[src/rtl/peripheral_ram_arbiter_if.sv]
// Requester, response and RAM-side signals of the peripheral RAM arbiter.
// The arbiter takes the slave modport; requesters and the RAM model take master.
interface peripheral_ram_arbiter_if #(
  parameter int AW   = 32,
  parameter int DW   = 32,
  parameter int NREQ = 2
);
  logic [NREQ-1:0]    req_valid;
  logic [NREQ-1:0]    req_ready;
  logic [NREQ*AW-1:0] req_addr;
  logic [NREQ*2-1:0]  req_wen;
  logic [NREQ*DW-1:0] req_din;
  logic [NREQ-1:0]    rsp_valid;
  logic               rsp_err;
  logic [DW-1:0]      rsp_data;
  logic [AW-1:0]      ram_addr;
  logic [DW-1:0]      ram_din;
  logic               ram_cen;
  logic [1:0]         ram_wen;
  logic [DW-1:0]      ram_dout;

  modport slave (
    input  req_valid, req_addr, req_wen, req_din, ram_dout,
    output req_ready, rsp_valid, rsp_err, rsp_data,
           ram_addr, ram_din, ram_cen, ram_wen
  );

  modport master (
    output req_valid, req_addr, req_wen, req_din, ram_dout,
    input  req_ready, rsp_valid, rsp_err, rsp_data,
           ram_addr, ram_din, ram_cen, ram_wen
  );
endinterface

[src/rtl/peripheral_ram_arbiter.sv]
// Round-robin arbiter in front of a single-port synchronous RAM.
// Two-stage pipeline: grant -> registered RAM access -> response.
module peripheral_ram_arbiter #(
  parameter int AW          = 32,
  parameter int DW          = 32,
  parameter int MEMORY_SIZE = 256,
  parameter int NREQ        = 2
) (
  input logic                     mclk,
  input logic                     rst,
  peripheral_ram_arbiter_if.slave bus
);
  localparam int              IW       = $clog2(NREQ);
  localparam logic [AW:0]     DEPTH    = (AW+1)'(MEMORY_SIZE / 2);
  localparam logic [IW-1:0]   LAST_RST = IW'(NREQ - 1);

  logic [IW-1:0]   last_grant_q, last_grant_d;
  logic            s1_valid_q, s1_valid_d;
  logic [NREQ-1:0] s1_gnt_q, s1_gnt_d;
  logic            s1_read_q, s1_read_d;
  logic            s1_err_q, s1_err_d;
  logic [AW-1:0]   ram_addr_q, ram_addr_d;
  logic [DW-1:0]   ram_din_q, ram_din_d;
  logic            ram_cen_q, ram_cen_d;
  logic [1:0]      ram_wen_q, ram_wen_d;
  logic [NREQ-1:0] rsp_valid_q, rsp_valid_d;
  logic            rsp_read_q, rsp_read_d;
  logic            rsp_err_q, rsp_err_d;

  logic            found;
  logic [IW-1:0]   gnt_idx;
  logic [NREQ-1:0] gnt;
  logic [AW-1:0]   sel_addr;
  logic [1:0]      sel_wen;
  logic [DW-1:0]   sel_din;
  logic            in_range;

  // Two ascending passes: indices above last_grant first, then the wrapped ones.
  always_comb begin
    found   = 1'b0;
    gnt_idx = last_grant_q;
    for (int i = 0; i < NREQ; i++) begin
      if (!found && rst && bus.req_valid[i] && (IW'(i) > last_grant_q)) begin
        found   = 1'b1;
        gnt_idx = IW'(i);
      end
    end
    for (int i = 0; i < NREQ; i++) begin
      if (!found && rst && bus.req_valid[i] && (IW'(i) <= last_grant_q)) begin
        found   = 1'b1;
        gnt_idx = IW'(i);
      end
    end
    gnt = found ? (NREQ'(1) << gnt_idx) : '0;
  end

  always_comb begin
    sel_addr = '0;
    sel_wen  = 2'b11;
    sel_din  = '0;
    for (int i = 0; i < NREQ; i++) begin
      if (gnt[i]) begin
        sel_addr = bus.req_addr[i*AW +: AW];
        sel_wen  = bus.req_wen[i*2 +: 2];
        sel_din  = bus.req_din[i*DW +: DW];
      end
    end
    in_range = ({1'b0, sel_addr} < DEPTH);

    last_grant_d = found ? gnt_idx : last_grant_q;

    s1_valid_d = found;
    s1_gnt_d   = gnt;
    s1_read_d  = (sel_wen == 2'b11);
    s1_err_d   = found & ~in_range;
    ram_addr_d = found ? sel_addr : ram_addr_q;
    ram_din_d  = found ? sel_din : ram_din_q;
    ram_cen_d  = ~(found & in_range);
    ram_wen_d  = (found & in_range) ? sel_wen : 2'b11;

    // ram_dout for a read is only valid in the response cycle, so it is muxed there.
    rsp_valid_d = s1_valid_q ? s1_gnt_q : '0;
    rsp_read_d  = s1_valid_q & s1_read_q & ~s1_err_q;
    rsp_err_d   = s1_valid_q & s1_err_q;
  end

  always_ff @(posedge mclk) begin
    if (!rst) begin
      last_grant_q <= LAST_RST;
      s1_valid_q   <= 1'b0;
      s1_gnt_q     <= '0;
      s1_read_q    <= 1'b0;
      s1_err_q     <= 1'b0;
      ram_addr_q   <= '0;
      ram_din_q    <= '0;
      ram_cen_q    <= 1'b1;
      ram_wen_q    <= 2'b11;
      rsp_valid_q  <= '0;
      rsp_read_q   <= 1'b0;
      rsp_err_q    <= 1'b0;
    end else begin
      last_grant_q <= last_grant_d;
      s1_valid_q   <= s1_valid_d;
      s1_gnt_q     <= s1_gnt_d;
      s1_read_q    <= s1_read_d;
      s1_err_q     <= s1_err_d;
      ram_addr_q   <= ram_addr_d;
      ram_din_q    <= ram_din_d;
      ram_cen_q    <= ram_cen_d;
      ram_wen_q    <= ram_wen_d;
      rsp_valid_q  <= rsp_valid_d;
      rsp_read_q   <= rsp_read_d;
      rsp_err_q    <= rsp_err_d;
    end
  end

  assign bus.req_ready = gnt;
  assign bus.ram_addr  = ram_addr_q;
  assign bus.ram_din   = ram_din_q;
  assign bus.ram_cen   = ram_cen_q;
  assign bus.ram_wen   = ram_wen_q;
  assign bus.rsp_valid = rsp_valid_q;
  assign bus.rsp_err   = rsp_err_q;
  assign bus.rsp_data  = rsp_read_q ? bus.ram_dout : '0;
endmodule
[src/flat_wrapper.sv]
// flat-port wrapper written by rule: the top's interface ports become plain ports
module peripheral_ram_arbiter_flat 
#(
  parameter int AW          = 32,
  parameter int DW          = 32,
  parameter int MEMORY_SIZE = 256,
  parameter int NREQ        = 2
)
  (mclk, rst, bus_req_valid, bus_req_addr, bus_req_wen, bus_req_din, bus_ram_dout, bus_req_ready, bus_rsp_valid, bus_rsp_err, bus_rsp_data, bus_ram_addr, bus_ram_din, bus_ram_cen, bus_ram_wen);
  peripheral_ram_arbiter_if #(.AW(AW), .DW(DW), .NREQ(NREQ)) bus_i ();
  input logic mclk;
  input logic rst;
  input wire logic [$bits(bus_i.req_valid)-1:0] bus_req_valid;
  input wire logic [$bits(bus_i.req_addr)-1:0] bus_req_addr;
  input wire logic [$bits(bus_i.req_wen)-1:0] bus_req_wen;
  input wire logic [$bits(bus_i.req_din)-1:0] bus_req_din;
  input wire logic [$bits(bus_i.ram_dout)-1:0] bus_ram_dout;
  output wire logic [$bits(bus_i.req_ready)-1:0] bus_req_ready;
  output wire logic [$bits(bus_i.rsp_valid)-1:0] bus_rsp_valid;
  output wire logic [$bits(bus_i.rsp_err)-1:0] bus_rsp_err;
  output wire logic [$bits(bus_i.rsp_data)-1:0] bus_rsp_data;
  output wire logic [$bits(bus_i.ram_addr)-1:0] bus_ram_addr;
  output wire logic [$bits(bus_i.ram_din)-1:0] bus_ram_din;
  output wire logic [$bits(bus_i.ram_cen)-1:0] bus_ram_cen;
  output wire logic [$bits(bus_i.ram_wen)-1:0] bus_ram_wen;
  assign bus_i.req_valid = bus_req_valid;
  assign bus_i.req_addr = bus_req_addr;
  assign bus_i.req_wen = bus_req_wen;
  assign bus_i.req_din = bus_req_din;
  assign bus_i.ram_dout = bus_ram_dout;
  assign bus_req_ready = bus_i.req_ready;
  assign bus_rsp_valid = bus_i.rsp_valid;
  assign bus_rsp_err = bus_i.rsp_err;
  assign bus_rsp_data = bus_i.rsp_data;
  assign bus_ram_addr = bus_i.ram_addr;
  assign bus_ram_din = bus_i.ram_din;
  assign bus_ram_cen = bus_i.ram_cen;
  assign bus_ram_wen = bus_i.ram_wen;
  peripheral_ram_arbiter #(.AW(AW), .DW(DW), .MEMORY_SIZE(MEMORY_SIZE), .NREQ(NREQ)) u_core (.mclk(mclk), .rst(rst), .bus(bus_i));
endmodule
[config.mk]
export PLATFORM = sky130hd
export DESIGN_NAME = peripheral_ram_arbiter_flat
export DESIGN_NICKNAME = d
export VERILOG_FILES = /design/src/rtl/peripheral_ram_arbiter_if.sv /design/src/rtl/peripheral_ram_arbiter.sv /design/src/flat_wrapper.sv
export SDC_FILE = /design/constraint.sdc
export NUM_CORES = 1
export LEC_CHECK = 0
export BUFFER_PORTS_ARGS = -buffer_cell sky130_fd_sc_hd__clkbuf_2
export CORE_AREA = 2 2 107 109
export CTS_CLUSTER_DIAMETER = 200
export CTS_CLUSTER_SIZE = 40
export DETAILED_ROUTE_END_ITERATION = 8
export DIE_AREA = 0 0 109 111
export HOLD_SLACK_MARGIN = 0.15
export SYNTH_ARGS = -nofsm -noshare
export SYNTH_HDL_FRONTEND = slang
export SYNTH_SLANG_ARGS = --single-unit
export TNS_END_PERCENT = 10
[constraint.sdc]
create_clock -name mclk -period 4.98 [get_ports mclk]
set_input_delay 0.498 -clock mclk [delete_from_list [all_inputs] [get_ports mclk]]
set_output_delay 0.498 -clock mclk [all_outputs]
set_load 0.01 [all_outputs]
==> results of run 1 <==
worst register-to-register path: stages, from the launching register on:
cell	delay, ns
dfxtp_1	0.32
nand2b_1	0.15
and2_1	0.45
a31oi_1	0.38
nand4_1	0.21
nor4b_2	0.45
nand3_1	0.12
layout make-up:
| cell class | count | share of cell area (%) |
|---|---|---|
| multi-input cells | 278 | 30.7 |
| inverters | 6 | 0.459 |
| repair buffers | 277 | 28.6 |
| clock buffers | 10 | 4.87 |
| clock inverters | 3 | 0.306 |
| well taps | 143 | 3.65 |
| flip-flops and latches | 77 | 31.4 |
cells by family (layout without fill, tap and decap cells):
logic type	after synthesis	count (layout)	share of synthesized area, %
simple gates	180	180	28.4
compound gates	98	98	18.3
flops	77	77	47.9
buf+inv	40	296	5.40
worst paths after layout:
check | endpoint | slack [ns] | depth (start not counted)
max | bus_req_ready[1] | 1.98 | 5
min | u_core.bus.ram_addr[16] | 0.42 | 3
max reg2reg | u_core.bus.ram_wen[0] | 2.76 | 6
min reg2reg | u_core.bus.ram_addr[27] | 0.45 | 2
power breakdown:
| group | switching (mW) | internal, mW | total [mW] |
|---|---|---|---|
| Combinational | 0.142 | 0.120 | 0.261 |
| Sequential | 0.0220 | 0.658 | 0.680 |
| Clock | 0.230 | 0.339 | 0.570 |
Yosys cell counts:
master     instances
a21boi_1           1
a21oi_1           26
a22o_1             1
a22oi_1            5
a31oi_1           19
and2_1            33
and3_1            22
and4b_1            1
buf_1              5
buf_2              1
buf_6              3
clkbuf_1          25
dfxtp_1           77
inv_1              6
nand2_1           33
nand2b_1           1
nand3_1            3
nand4_1            4
nor2_1            41
nor3_1            40
nor4_4             1
nor4b_2            1
o2111ai_1          1
o21ai_0            1
o21ai_1            1
o22ai_1           43
metal layers:
metal	up-vias	GRT usage, %	wire (um)
met5	-	0	0
met4	0	8.80	312
met3	22	3.94	871
met2	168	35.8	6200
met1	1739	19.9	4410
li1	1912	-	-
state kept, by name, indices dropped and copies added (netlist names), 2 cells and up:
| signal | flops |
|---|---|
| u_core.s1_gnt_q | 2 |
| u_core.bus.ram_wen | 2 |
| u_core.bus.rsp_valid | 2 |
| u_core.bus.ram_din | 32 |
| u_core.bus.ram_addr | 32 |
==> flow_summary.toml, run 1 <==
[worst_setup_path]
cp_top_family = "buffers and inverters"
worst_path_largest_cell_delay_ns = 0.70
crit_required_ns = 4.48
cp_max_fo = 48
startpoint_type = "input pin"
reg2reg_from = "u_core.last_grant_q"
cp_cell_sequence = "clkbuf_2 -> nand2_1 -> buf_4 -> inv_1 -> clkbuf_2"
worstSetupPathType = "input pin to output pin"
cp-end-kind = "output pin"
critPathArrivalTime_ns = 2.50
cp_num_buf_inv = 4
cpMostUsedCell = "clkbuf_2"
slowest_stage = "nand2_1"
critPathLaunch = "rst"

[clock_network]
worst_skew_pair.late_latency_ns = 0.33
cts_buffers = 9
clk_pin_slew_ns = 0.05
cts-root-buf = "clkbuf_16"
cts_resized = 0
cts_tree = "yes"
cts_sinks = 77
cts_hold_repair.buffers = 0
cts-htree-levels = 3
post_cts_buffers = 0
clockBufferDepth = 2

[yosys]
yosys-top-cells-area = "dfxtp_1 (48%), o22ai_1 (8.4%), and2_1 (6.4%), nor3_1 (6.2%), nor2_1 (4.8%)"
avgSynthCellArea_um2 = 8.15
netlist_area_mm2 = 0.00322
synthCells = 395
ys_warn_count = 0
yosysUniqueCellTypes = 26
syn_nets = 563
synth_seq_cells = 77
netlist.area_leader.share_pct = 47.9
synth_area_leader_cell = "dfxtp_1"
synth_seq_area_share_pct = 47.9

[sta]
rsz0062_at_grt = "no"
setup_ws_ns = 1.98
setup-violations-final = 0
hold_viol_final = 0
tightest_slew_ns = 0.905
fin_crit_sh_pct = 60.2
finalSetupTns_ns = 0
fmax_ghz = 0.334
skew_ns = 0.00548
drv_slew = 0
whs_ns = 0.421
period_needed_ns = 3.00
max_slew_margin_pct = 39.7

[drt]
num_vias = 3841
drt_first_pass_iters = 4
wl_mm = 11.8
drt-wirelength-per-cell_um = 14.9
postRouteAntennaNets = 0
drc_errors = 0
via_per_inst = 4.84
drt_iter0_drc = 124

[place]
gp_congestion = 0.885
hpwl_mm = 9.11
post-place-cells = 781
dpl_cell_area_mm2 = 0.00465
portBuffers = 271
dp_slack_ns = 1.99

[layout]
nets = 817
register_area_mm2 = 0.00154
finalNonFillerCells = 794
final_area_mm2 = 0.00490
synthToLayoutAreaGrowth_pct = 52.3
most-common-layout-cells = "clkbuf_2 (271), dfxtp_1 (77), o22ai_1 (43)"
nFillCells = 1154
final_common_cell = "clkbuf_2"
postLayoutCoreUtil_pct = 44.3
drive_gt1_share_pct = 45.0
n_antenna_cell = 0
multiInputGateArea_mm2 = 0.00151

[power_and_ir_drop]
powerDensity_mw_per_mm2 = 308
power.leakage_nw = 2.55
ir_worst_vdd_v = 0.000137
p_total_mw = 1.51

[global_route]
first_global_vias = 3610
antenna_found_initial = 0
overflow = 0
grt_pass1_wl_mm = 17.8
grtUsageTotal_pct = 19.2
grt_max_degree = 49

[die]
ios = 272
die_height_um = 111
die-area_mm2 = 0.0121
coreArea_mm2 = 0.0111
start_util_pct = 29.1
rows = 39
die_x_um = 109

[job]
maxCapViolations = 0

[hold_path]
hp-start = "bus_req_addr[48]"
hold_path.class = "input pin to register"

[run_status]
status = "finished, final reports clean"
No activity file was read; power rests on OpenSTA's default activity.
==> run 2: changes to the inputs <==
--- a/config.mk
+++ b/config.mk
@@ -5,13 +5,15 @@
 export SDC_FILE = /design/constraint.sdc
 export NUM_CORES = 1
 export LEC_CHECK = 0
+export ABC_AREA = 1
 export BUFFER_PORTS_ARGS = -buffer_cell sky130_fd_sc_hd__clkbuf_2
-export CORE_AREA = 2 2 107 109
+export CORE_MARGIN = 2
+export CORE_UTILIZATION = 32
 export CTS_CLUSTER_DIAMETER = 200
 export CTS_CLUSTER_SIZE = 40
 export DETAILED_ROUTE_END_ITERATION = 8
-export DIE_AREA = 0 0 109 111
 export HOLD_SLACK_MARGIN = 0.15
+export PLACE_DENSITY = 0.69
 export SYNTH_ARGS = -nofsm -noshare
 export SYNTH_HDL_FRONTEND = slang
 export SYNTH_SLANG_ARGS = --single-unit
==> constraint.sdc (replaced) <==
create_clock -name mclk -period 2.5 [get_ports mclk]
set_input_delay 0.25 -clock mclk [delete_from_list [all_inputs] [get_ports mclk]]
set_output_delay 0.25 -clock mclk [all_outputs]
set_load 0.01 [all_outputs]
==> flow_summary.toml, run 2 <==
[sta]
drv_slew = 0
tightest_slew_ns = 0.450
finalSetupTns_ns = 0
fin_crit_sh_pct = 90.7
skew_ns = 0.0134
hold_viol_final = 0
rsz0062_at_grt = "no"
max_slew_margin_pct = 70.0
whs_ns = 0.209
fmax_ghz = 0.441
period_needed_ns = 2.27
setup-violations-final = 0

[yosys]
netlist_area_mm2 = 0.00359
syn_nets = 690
synth_top_family_by_area = "simple AND/OR/NAND/NOR gates"
synth_seq_area_share_pct = 43.0
yosysUniqueCellTypes = 21
synthSimpleGateAreaFrac_pct = 27.0
synth_flop_cell = "dfxtp_1"
synth.most_common_cell = "nor2_1"
netlist.area_leader.share_pct = 43.0
synthCells = 522
synth_seq_cells = 77
muxShareOfSynthArea_pct = 0
synth-compound-area-share_pct = 14.6
synth_common_cells = "nor2_1 (119), inv_1 (95), nand2_1 (93)"
ys_warn_count = 0
synth_area_leader_cell = "dfxtp_1"
avgSynthCellArea_um2 = 6.87
synth_edf_count = 0
yosys-top-cells-area = "dfxtp_1 (43%), nor2_1 (12%), inv_1 (9.9%), nand2_1 (9.7%), o221ai_1 (9.5%)"
synth-xor-area-share_pct = 0
synth_fa_ha_area_share_pct = 0
synthArstFlopShare_pct = 0

[drt]
drt_iter0_drc = 256
drt_first_pass_iters = 6
postRouteAntennaNets = 0
via_per_inst = 4.48
num_vias = 4127
drt-wirelength-per-cell_um = 12.6
drc_errors = 0
wl_mm = 11.6

[layout]
synthToLayoutAreaGrowth_pct = 45.2
final_common_cell = "clkbuf_2"
nets = 944
most-common-layout-cells = "clkbuf_2 (271), nor2_1 (119), inv_1 (95)"
n_antenna_cell = 0
drive_gt1_share_pct = 38.7
nFillCells = 1159

[job]
maxCapViolations = 0

[power_and_ir_drop]
p_seq_share_pct = 47.2
switching_share_pct = 28.5
powerDensity_mw_per_mm2 = 557
clkPwrFrac_pct = 32.5
power_frac_comb_pct = 20.3
power.leakage_nw = 3.19
p_int_mw = 2.07
ir_worst_vdd_v = 0.000288
p_switching_uw = 828

[global_route]
grtUsageTotal_pct = 18.2
first_global_vias = 3643
grt_pass1_wl_mm = 17.1
overflow = 0
antenna_found_initial = 0
grt_max_degree = 76

[clock_network]
cts_resized = 0
cts-root-buf = "clkbuf_8"
cts_sinks = 77
cts_buffers = 9
cts_hold_repair.buffers = 0
clk_pin_slew_ns = 0.09
cts-htree-levels = 3
worst_skew_pair.late_latency_ns = 0.34
post_cts_buffers = 0
clockBufferDepth = 2
cts_tree = "yes"

[die]
die_height_um = 110
die_x_um = 110
die-area_mm2 = 0.0121
ios = 272
start_util_pct = 32.9
coreArea_mm2 = 0.0109
rows = 38

[worst_setup_path]
worstSetupPathType = "register to output pin"
crit_required_ns = 2.25
cp_max_fo = 27
startpoint_type = "register"
cp-end-kind = "output pin"
ff2ff_setup_slack_ns = 0.44
critPathArrivalTime_ns = 2.02

[hold_path]
hold_path.class = "input pin to register"

[place]
hpwl_mm = 8.99
portBuffers = 271
gp_congestion = 0.807

[run_status]
status = "finished, final reports clean"
-- run 2: worst paths after layout --
path                  startpoint                 endpoint  cells after the start
max          u_core.last_grant_q         bus_req_ready[1]                      7
min              bus_req_din[33]    u_core.bus.ram_din[1]                      3
max reg2reg  u_core.last_grant_q    u_core.bus.ram_wen[1]                     12
min reg2reg   u_core.s1_gnt_q[1]  u_core.bus.rsp_valid[1]                      2
-- run 2: worst max-delay path: stages, from the launching register on --
cell	delay, ns
dfxtp_1	0.31
inv_1	0.05
nand2_2	0.12
nand3_4	0.28
nand2_4	0.35
buf_4	0.35
inv_1	0.07
clkbuf_2	0.13
-- run 2: metal layers --
layer | GRT usage [%] | part of all wire, %
met1 | 21.0 | 40
met2 | 32.6 | 50
met3 | 3.73 | 7.8
met4 | 7.50 | 2.2
met5 | 0 | 0
-- run 2: final cells by class --
class                           count  area [um2]  area share [%]
Sequential cell                    77        1540            29.6
Multi-Input combinational cell    312        1500            28.8
Timing Repair Buffer              278        1420            27.3
Inverter                           98         368            7.06
Tap cell                          140         175            3.36
Clock buffer                       11         141            2.72
Clock inverter                      5        58.8            1.13
-- run 2: power by group through the flow --
stage / logic [mW] / clock network (mW) / registers (mW)
floorplan: 0.271 / 0 / 1.44
global placement: 0.590 / 0 / 1.39
detailed placement: 0.591 / 0 / 1.40
CTS: 0.593 / 0.988 / 1.37
global route: 0.666 / 1.05 / 1.38
finish: 0.589 / 0.944 / 1.37
-- run 2: kinds of logic (layout without fill, tap and decap cells) --
kind of cell	Yosys count	after routing
AO/OA/AOI/OAI	71	71
flip-flops	77	77
AND/OR/NAND/NOR	241	241
buffers and inverters	133	392
-- run 2: through the flow --
stage | setup slack, ns | total power, mW | instance area [um2] | instances | util [%]
finish | 0.232 | 2.90 | 5210 | 921 | 47.8
global route | 0.0376 | 3.09 | 5210 | 921 | 47.8
CTS | 0.0396 | 2.95 | 5200 | 921 | 47.8
detailed placement | 0.293 | 1.99 | 5000 | 905 | 45.9
global placement | 0.401 | 1.98 | 5000 | 905 | 45.9
floorplan | 1.01 | 1.71 | 3590 | 522 | -
